### src/rtl/y86_pkg.sv
// rtl/y86_pkg.sv - Y86-64 shared constants, fetch states and decode helpers
package y86_pkg;

   localparam logic [3:0] IHALT   = 4'h0;
   localparam logic [3:0] INOP    = 4'h1;
   localparam logic [3:0] IRRMOVQ = 4'h2;
   localparam logic [3:0] IIRMOVQ = 4'h3;
   localparam logic [3:0] IRMMOVQ = 4'h4;
   localparam logic [3:0] IMRMOVQ = 4'h5;
   localparam logic [3:0] IOPQ    = 4'h6;
   localparam logic [3:0] IJXX    = 4'h7;
   localparam logic [3:0] ICALL   = 4'h8;
   localparam logic [3:0] IRET    = 4'h9;
   localparam logic [3:0] IPUSHQ  = 4'hA;
   localparam logic [3:0] IPOPQ   = 4'hB;

   localparam logic [2:0] STAT_AOK = 3'd1;
   localparam logic [2:0] STAT_HLT = 3'd2;
   localparam logic [2:0] STAT_ADR = 3'd3;
   localparam logic [2:0] STAT_INS = 3'd4;

   localparam logic [3:0] RNONE = 4'hF;

   typedef enum logic [2:0] {
      F0     = 3'd0,
      F1     = 3'd1,
      OUT    = 3'd2,
      WAITPC = 3'd3,
      HALTED = 3'd4
   } fetch_state_t;

   // Instruction length in bytes; 0 marks an invalid icode.
   function automatic logic [3:0] instr_len(input logic [3:0] icode);
      case (icode)
         IHALT, INOP, IRET:               return 4'd1;
         IRRMOVQ, IOPQ, IPUSHQ, IPOPQ:    return 4'd2;
         IJXX, ICALL:                     return 4'd9;
         IIRMOVQ, IRMMOVQ, IMRMOVQ:       return 4'd10;
         default:                         return 4'd0;
      endcase
   endfunction

   // True when byte 1 of the instruction carries the rA/rB register pair.
   function automatic logic has_regids(input logic [3:0] icode);
      case (icode)
         IRRMOVQ, IIRMOVQ, IRMMOVQ, IMRMOVQ,
         IOPQ, IPUSHQ, IPOPQ:             return 1'b1;
         default:                         return 1'b0;
      endcase
   endfunction

endpackage

### src/rtl/fetch_decode.sv
// rtl/fetch_decode.sv - combinational Y86-64 instruction field decoder
module fetch_decode
   import y86_pkg::*;
(
   input  logic [79:0] ibuf,
   input  logic [63:0] pc,
   output logic [3:0]  icode,
   output logic [3:0]  ifun,
   output logic [3:0]  rA,
   output logic [3:0]  rB,
   output logic [63:0] valC,
   output logic [63:0] valP,
   output logic        need_beat2,
   output logic        invalid
);

   logic [3:0] len;

   // Split the byte stream into fields; invalid opcodes are treated as 1 byte long.
   always_comb begin
      icode      = ibuf[7:4];
      ifun       = ibuf[3:0];
      len        = instr_len(ibuf[7:4]);
      invalid    = (len == 4'd0);
      need_beat2 = (len > 4'd8);
      rA         = RNONE;
      rB         = RNONE;
      if (has_regids(ibuf[7:4])) begin
         rA = ibuf[15:12];
         rB = ibuf[11:8];
      end
      case (ibuf[7:4])
         IIRMOVQ, IRMMOVQ, IMRMOVQ: valC = ibuf[79:16];
         IJXX, ICALL:               valC = ibuf[71:8];
         default:                   valC = 64'd0;
      endcase
      valP = pc + {60'd0, (invalid ? 4'd1 : len)};
   end

endmodule

### src/rtl/fetch_unit.sv
// rtl/fetch_unit.sv - SEQ fetch stage: PC register, 1/2-beat imem read, decode
module fetch_unit
   import y86_pkg::*;
#(
   parameter logic [63:0] RESET_PC = 64'h0
)
(
   input  logic        clk,
   input  logic        rst_n,
   input  logic [63:0] next_pc,
   input  logic        pc_valid,
   output logic        pc_ready,
   output logic        imem_req,
   output logic [63:0] imem_addr,
   input  logic        imem_ack,
   input  logic [63:0] imem_rdata,
   input  logic        imem_err,
   output logic [63:0] pc,
   output logic        out_valid,
   input  logic        out_ready,
   output logic [3:0]  icode,
   output logic [3:0]  ifun,
   output logic [3:0]  rA,
   output logic [3:0]  rB,
   output logic [63:0] valC,
   output logic [63:0] valP,
   output logic [2:0]  stat
);

   fetch_state_t state, state_nxt;

   logic [63:0] lo_q;
   logic [79:0] dec_buf;
   logic [3:0]  d_icode, d_ifun, d_ra, d_rb;
   logic [63:0] d_valc, d_valp;
   logic        d_need_beat2, d_invalid;
   logic [2:0]  d_stat;
   logic        f0_done;
   logic        capture;

   // Beat 1 decodes straight from the bus; beat 2 appends its low bytes to the held first beat.
   always_comb begin
      dec_buf = {16'h0000, imem_rdata};
      if (state == F1) begin
         dec_buf = {imem_rdata[15:0], lo_q};
      end
   end

   fetch_decode u_decode (
      .ibuf       (dec_buf),
      .pc         (pc),
      .icode      (d_icode),
      .ifun       (d_ifun),
      .rA         (d_ra),
      .rB         (d_rb),
      .valC       (d_valc),
      .valP       (d_valp),
      .need_beat2 (d_need_beat2),
      .invalid    (d_invalid)
   );

   // Status priority: address error, then bad opcode, then halt.
   always_comb begin
      if (imem_err)              d_stat = STAT_ADR;
      else if (d_invalid)        d_stat = STAT_INS;
      else if (d_icode == IHALT) d_stat = STAT_HLT;
      else                       d_stat = STAT_AOK;
   end

   assign f0_done = imem_err || d_invalid || !d_need_beat2;
   assign capture = imem_ack && (((state == F0) && f0_done) || (state == F1));

   // State register.
   always_ff @(posedge clk or negedge rst_n) begin
      if (!rst_n) state <= F0;
      else        state <= state_nxt;
   end

   // Next-state logic; acks outside F0/F1 fall through untouched.
   always_comb begin
      state_nxt = state;
      case (state)
         F0:      if (imem_ack) state_nxt = f0_done ? OUT : F1;
         F1:      if (imem_ack) state_nxt = OUT;
         OUT:     if (out_ready) state_nxt = (stat == STAT_AOK) ? WAITPC : HALTED;
         WAITPC:  if (pc_valid) state_nxt = F0;
         HALTED:  state_nxt = HALTED;
         default: state_nxt = F0;
      endcase
   end

   // Handshake outputs; the request is gated by reset so it drops the moment reset asserts.
   always_comb begin
      imem_req  = rst_n && ((state == F0) || (state == F1));
      imem_addr = (state == F1) ? (pc + 64'd8) : pc;
      out_valid = (state == OUT);
      pc_ready  = (state == WAITPC);
   end

   // PC, first-beat buffer and registered decode results held stable through OUT.
   always_ff @(posedge clk or negedge rst_n) begin
      if (!rst_n) begin
         pc    <= RESET_PC;
         lo_q  <= 64'd0;
         icode <= 4'd0;
         ifun  <= 4'd0;
         rA    <= RNONE;
         rB    <= RNONE;
         valC  <= 64'd0;
         valP  <= 64'd0;
         stat  <= STAT_AOK;
      end else begin
         if ((state == WAITPC) && pc_valid) begin
            pc <= next_pc;
         end
         if ((state == F0) && imem_ack) begin
            lo_q <= imem_rdata;
         end
         if (capture) begin
            icode <= d_icode;
            ifun  <= d_ifun;
            rA    <= d_ra;
            rB    <= d_rb;
            valC  <= d_valc;
            valP  <= d_valp;
            stat  <= d_stat;
         end
      end
   end

endmodule
### config.mk
export PLATFORM = sky130hd
export DESIGN_NAME = fetch_unit
export DESIGN_NICKNAME = d
export VERILOG_FILES = /design/src/rtl/y86_pkg.sv /design/src/rtl/fetch_decode.sv /design/src/rtl/fetch_unit.sv
export SDC_FILE = /design/constraint.sdc
export NUM_CORES = 1
export LEC_CHECK = 0
export ABC_AREA = 0
export BUFFER_PORTS_ARGS = -buffer_cell sky130_fd_sc_hd__buf_2
export CORE_ASPECT_RATIO = 0.7
export CORE_MARGIN = 2
export CORE_UTILIZATION = 37
export DETAILED_ROUTE_END_ITERATION = 10
export HOLD_SLACK_MARGIN = 0.06
export SYNTH_ARGS = -nofsm -noshare
export SYNTH_HDL_FRONTEND = slang
export SYNTH_HIERARCHICAL = 1
export SYNTH_SLANG_ARGS = --single-unit
### constraint.sdc
create_clock -name clk -period 4.55 [get_ports clk]
set_input_delay 0.2275 -clock clk [delete_from_list [all_inputs] [get_ports clk]]
set_output_delay 0.2275 -clock clk [all_outputs]
set_load 0.01 [all_outputs]
==> metrics.md, run 1 <==
| Metric | Value |
|---|---|
| Status | complete, no violations |
| Fin Hold WS | 153 ps |
| PnR worst setup slack | 255 ps |
| Total negative slack | 0 ps |
| Critical Path Start | state[2] |
| Most used DFF post-synth | dfrtp_1 |
| Crit end category | flip-flop |
| Final nets | 2037 |
| Clk pin slew, worst setup/hold paths | 60 ps |
| Worst-Skew Late Latency | 590 ps |
| Synth area leaders | dfrtp_1 (45%), mux2_2 (21%), nand2_1 (6.3%) |
| Largest net degree at the start of global routing | 124 |
| DR WL/cell | 20.5 µm |
| TritonCTS clock tree | done |
| Max Fclk | 233 MHz |
| RSZ-0062 raised after global routing | false |
| Synth cell types | 51 |
| Most common cell in the netlist | mux2_2 |
| Post-synth top area share | 45.4% |
| # rows | 61 |
| Vias in the first global route | 12500 |
| Dpl cells | 2267 |
| Via density | 5.24 |
| Worst Skew | 23.1 ps |
| Synth-to-Final Area Change | 33.6% |
| Critical path class | flip-flop to flip-flop |
| Tcrit/Tclk final | 94.4% |
| Initial core utilization | 37.4% |
| Grt ovf | 0 |
| Antenna violations before repair | 3 |
| Critical Path Start Type | flip-flop |
| Synth top cells by count | mux2_2 (273), dfrtp_1 (269), nand2_1 (247), xor2_1 (71), a22o_1 (64) |
| Fraction of layout cells with a size suffix above 1 | 42.0% |
| PwrDens | 669 nW/µm² |
| Slew Limit Fails | 0 |
| Yosys warns | 6 |
| Non-Filler Instances | 2459 |
| # setup viols final | 0 |
| Slew @ Worst Pin | 963 ps |
| TritonRoute pass-1 iters | 5 |
| Endpoints failing hold | 0 |
| Die width | 243 µm |
| Cts bufs inserted | 31 |
| Die Y-Extent | 171 µm |
| Ports | 412 |
| Mapped Area | 14800 µm² |
| Slew HR | 35.2% |
| Flops & latches, synth | 278 |
| Seq/Total Area, Yosys | 47.0% |
| Die Area | 41700 µm² |
| Post-Synthesis Cells | 1375 |
| Pwr Total | 13.3 mW |
| FF-to-FF Start | state[2] |
| Antenna viol nets, final | 0 |
| Worst hold path startpoint | imem_ack |
| Deepest clock path buffer count | 3 |
| Total GRT Usage | 23.3% |
| CTS Root Cell | clkbuf_16 |
| Vias | 12900 |
| Crit path max fanout | 38 |
| Synth Area per Inst | 10.8 µm² |
| Final HPWL from detailed placement | 35900 µm |
| Worst endpoint required time | 5020 ps |
| Ys async rst share | 100% |
| Clock Sink Count | 278 |
| Global-route wire length before repair | 76000 µm |
| Routed wire length | 50500 µm |
| Final min period | 4290 ps |
| Routability cong. | 0.881 |
| Max IR drop VDD | 0.000463 V |
| DR iter-0 viols | 991 |
| EDFF count, synth | 0 |
| H-Tree Depth | 1 |
| Top cell type by total area after synthesis | dfrtp_1 |
| Total of max-cap violations | 0 |
| Synthesized net count | 1514 |
| Core ar. | 39600 µm² |
| I/O Buffers | 411 |
| CP Data Arrival Time | 4760 ps |
| Pre-CTS setup slack | 136 ps |
| DRC viols | 0 |
| P_leak | 9.81 nW |
| Worst min-delay path category | primary input to flip-flop |
==> power breakdown <==
group | switching (mW) | total, mW | leakage [nW] | internal, mW
sequential | 1.30 | 4.93 | 3.49 | 3.63
clock | 1.06 | 2.55 | 0.507 | 1.49
combinational | 2.96 | 5.77 | 5.81 | 2.81
total | 5.32 | 13.3 | 9.81 | 7.93
==> worst paths after layout <==
path,end,slack [ps],depth (start not counted)
setup / recovery,valP[42],260,15
hold / removal,state[0],150,4
setup reg to reg,valP[42],260,15
hold reg to reg,valP[51],500,1
max in group asynchronous,pc[42],2970,3
min in group asynchronous,valP[8],340,2
==> kinds of logic after synthesis <==
group,after synthesis,synth area share (%)
AO/OA/AOI/OAI,78,4.40
multiplexers,276,20.9
XOR/XNOR,122,7.21
buffers and inverters,105,3.17
flip-flops,278,47.0
adder cells (fa/ha/maj),5,0.473
AND/OR/NAND/NOR,511,16.8
==> layout by cell type (no fill, tap or decap), types with 4 or more instances in the layout <==
cell type / count
and4_1: 4
buf_4: 22
or2_2: 12
buf_2: 410
dfrtp_1: 269
a22o_1: 64
clkinv_2: 6
xnor2_1: 51
nand3_1: 38
ha_1: 4
xor2_1: 71
clkbuf_8: 8
dfstp_2: 9
clkbuf_1: 6
nor4_1: 17
nor3_2: 8
clkbuf_16: 31
nor2_1: 55
inv_1: 27
dlygate4sd3_1: 132
and2_1: 6
and3_1: 26
mux2_2: 273
nand2_1: 246
nor3_1: 36
nand4_1: 33
==> timing repair <==
| action | in CTS | in global routing |
|---|---|---|
| hold endpoints to repair | 247 | 0 |
| buffers inserted | 0 | 1 |
| setup endpoints to repair | 0 | 9 |
| hold buffers | 132 | 0 |
| resized for setup | 0 | 1 |
==> metal layers <==
metal	track usage (%)	routed length, µm
met3	4.09	3190
met5	0	0
met2	34.3	22300
met4	6.96	1570
met1	34.8	23500
==> state kept, by name, summed over array words and instances (netlist names) <==
name,cells
icode,4
rA,4
valP,64
stat,3
state,3
ifun,4
valC,64
pc,64
rB,4
lo_q,64
==> metrics by stage <==
| step | utilization (%) | instance area [µm²] |
|---|---|---|
| final | 50.0 | 19800 |
| after global routing | 50.0 | 19800 |
| after CTS | 50.0 | 19800 |
| after detailed placement | 44.0 | 17400 |
| after global placement | 44.0 | 17400 |
| after floorplan | - | 14800 |
==> critical path: stages (launching register included) <==
cell and delay (ps):
dfrtp_1 480, or3b_4 210, buf_4 400, nand2_1 130, nand2_1 230, or4b_2 660
o21ai_4 90, or2_2 130, ha_1 180, a31oi_1 100, buf_4 180, nor3_1 230
nand4bb_2 390, nor4_1 390, xor2_1 110, mux2_2 280
==> area by class of cell <==
type	count	area [µm²]
Timing Repair Buffer	568	3610
Fill cell	3640	19800
Clock buffer	45	908
Tap cell	535	669
Antenna cell	3	7.51
Multi-Input combinational cell	992	7430
Clock inverter	11	115
Sequential cell	278	6970
Inverter	27	101
Power figures use the tool's default switching activity.
==> inputs of run 2 (changes only) <==
- ABC_CLOCK_PERIOD_IN_PS: not set -> 4550
- CORE_UTILIZATION: 37 -> 53
- PLACE_DENSITY: not set -> 0.81
==> metrics.md, run 2 (synthesized netlist as in run 1, its figures left out) <==
| Metric | Value |
|---|---|
| Status | complete, no violations |
| Clk pin slew, worst setup/hold paths | 70 ps |
| Ports | 412 |
| Vias in the first global route | 12900 |
| Max IR drop VDD | 0.000387 V |
| Die Area | 29300 µm² |
| # setup viols final | 0 |
| Crit-path max cell delay | 750 ps |
| Clock Sink Count | 278 |
| Die width | 204 µm |
| Vias | 13300 |
| Antenna violations before repair | 0 |
| Total GRT Usage | 32.0% |
| Final min period | 4330 ps |
| TritonCTS clock tree | done |
| Delay-heaviest family, CP | simple AND/OR/NAND/NOR gates |
| Die Y-Extent | 144 µm |
| Cts bufs inserted | 29 |
| Worst hold path startpoint | imem_ack |
| Critical Path Start Type | flip-flop |
| Hold path depth | 4 |
| Critical path class | flip-flop to flip-flop |
| Initial core utilization | 53.6% |
| Total of max-cap violations | 0 |
| I/O Buffers | 411 |
| Core ar. | 27600 µm² |
| Crit-path most repeated cell | nand2_1 |
| Synth-to-Final Area Change | 31.7% |
| P_leak | 9.74 nW |
| PwrDens | 675 nW/µm² |
| H-Tree Depth | 1 |
| DR WL/cell | 21.2 µm |
| Commonest non-fill, non-tap cell in the layout | buf_2 |
| CP Data Arrival Time | 4770 ps |
| Fraction of layout cells with a size suffix above 1 | 41.6% |
| Antenna viol nets, final | 0 |
| Deepest clock path buffer count | 3 |
| Largest net degree at the start of global routing | 118 |
| FF-to-FF Start | state[0] |
| Finished Core Util | 70.6% |
| Max Fclk | 231 MHz |
| Endpoints failing hold | 0 |
| Worst Skew | 14.8 ps |
| Most frequent cells in the layout | buf_2 (410), mux2_2 (273), dfrtp_1 (269) |
| Fill cells | 1950 |
| Slew HR | 32.4% |
| Crit path max fanout | 14 |
| Worst-Skew Late Latency | 560 ps |
| Placed Instance Area | 17200 µm² |
| DR iter-0 viols | 1124 |
| Slew @ Worst Pin | 1010 ps |
| Antenna cells | 0 |
| Final HPWL from detailed placement | 32000 µm |
| Fin Hold WS | 136 ps |
| Reg2Reg Depth | 14 |
| RR Endpoint | valP[42] |
| Hold Path End | state[0] |
| CTS Root Cell | clkbuf_16 |
| Global-route wire length before repair | 73400 µm |
| TritonRoute pass-1 iters | 7 |
| Worst endpoint required time | 4990 ps |
| Pwr Total | 13.2 mW |
| Tcrit/Tclk final | 95.2% |
| Slew Limit Fails | 0 |
| Crit-path slowest cell | or4b_2 |
| # rows | 51 |
| Worst path cell trace | or3b_4, nand2_1, nand2_1, or4b_2, o21ai_4, or2_2, ha_1, a31oi_1, buf_4, nor3_1, nand4bb_1, nor4_1, xor2_1, mux2_2 |
| CP Buf/Inv Count | 1 |
| Grt ovf | 0 |
| Routability cong. | 0.896 |
| Cell area after layout | 19500 µm² |
| Worst min-delay path category | primary input to flip-flop |
| Via density | 5.83 |
| DRC viols | 0 |
| Setup slack, reg-to-reg | 220 ps |
| Crit end category | flip-flop |
| Routed wire length | 48400 µm |
| Final nets | 2030 |
[run 2: final cells by class]
| class | count | area (µm²) | share of cell area, % |
|---|---|---|---|
| clock buffers | 45 | 856 | 4.38 |
| clock inverters | 8 | 119 | 0.609 |
| inverters | 27 | 101 | 0.519 |
| multi-input cells | 992 | 7430 | 38.1 |
| flip-flops and latches | 278 | 6970 | 35.7 |
| well taps | 371 | 464 | 2.38 |
| repair buffers | 563 | 3580 | 18.3 |
[run 2: routing by layer]
layer  GRT usage [%]  up-vias  share of wire, %
met4            13.0        0               4.4
met1            45.5     6607                42
met2            48.9      731                45
met3            5.26      154               7.8
li1                -     5833                 -
met5               0        -                 0
[run 2: what timing repair did]
action                                  CTS  global route
endpoints found under the setup margin    0            36
hold endpoints to repair                239             0
hold buffers                            132             0
resized for setup                         0             2
buffers inserted                          0             2
[run 2: worst max-delay path by stage]
stage               startpoint  endpoint  slack (ps)  cells after the start
floorplan             state[2]  valP[42]         400                     17
global placement      state[0]  valP[42]         330                     15
detailed placement    state[0]  valP[42]          70                     15
CTS                   state[0]  valP[42]          50                     15
global route          state[0]  valP[42]         -10                     14
finish                state[0]  valP[42]         220                     14
[run 2: tightest hold or removal path, stage by stage]
cell and delay [ps]:
buf_2 130, a211oi_1 130, nand2_1 70, o21ai_0 80
[run 2: power breakdown]
group	total [mW]	internal, mW	switching (mW)
combinational	5.77	2.80	2.97
clock	2.46	1.46	1.00
sequential	4.94	3.63	1.30
[run 2: per-stage QoR]
step	TNS [ps]	cells	setup slack, ps
finish	0	2284	216
floorplan	0	1375	395
global placement	0	2097	334
global route	-11.7	2284	-11.7
CTS	0	2282	51.1
detailed placement	0	2097	66.2
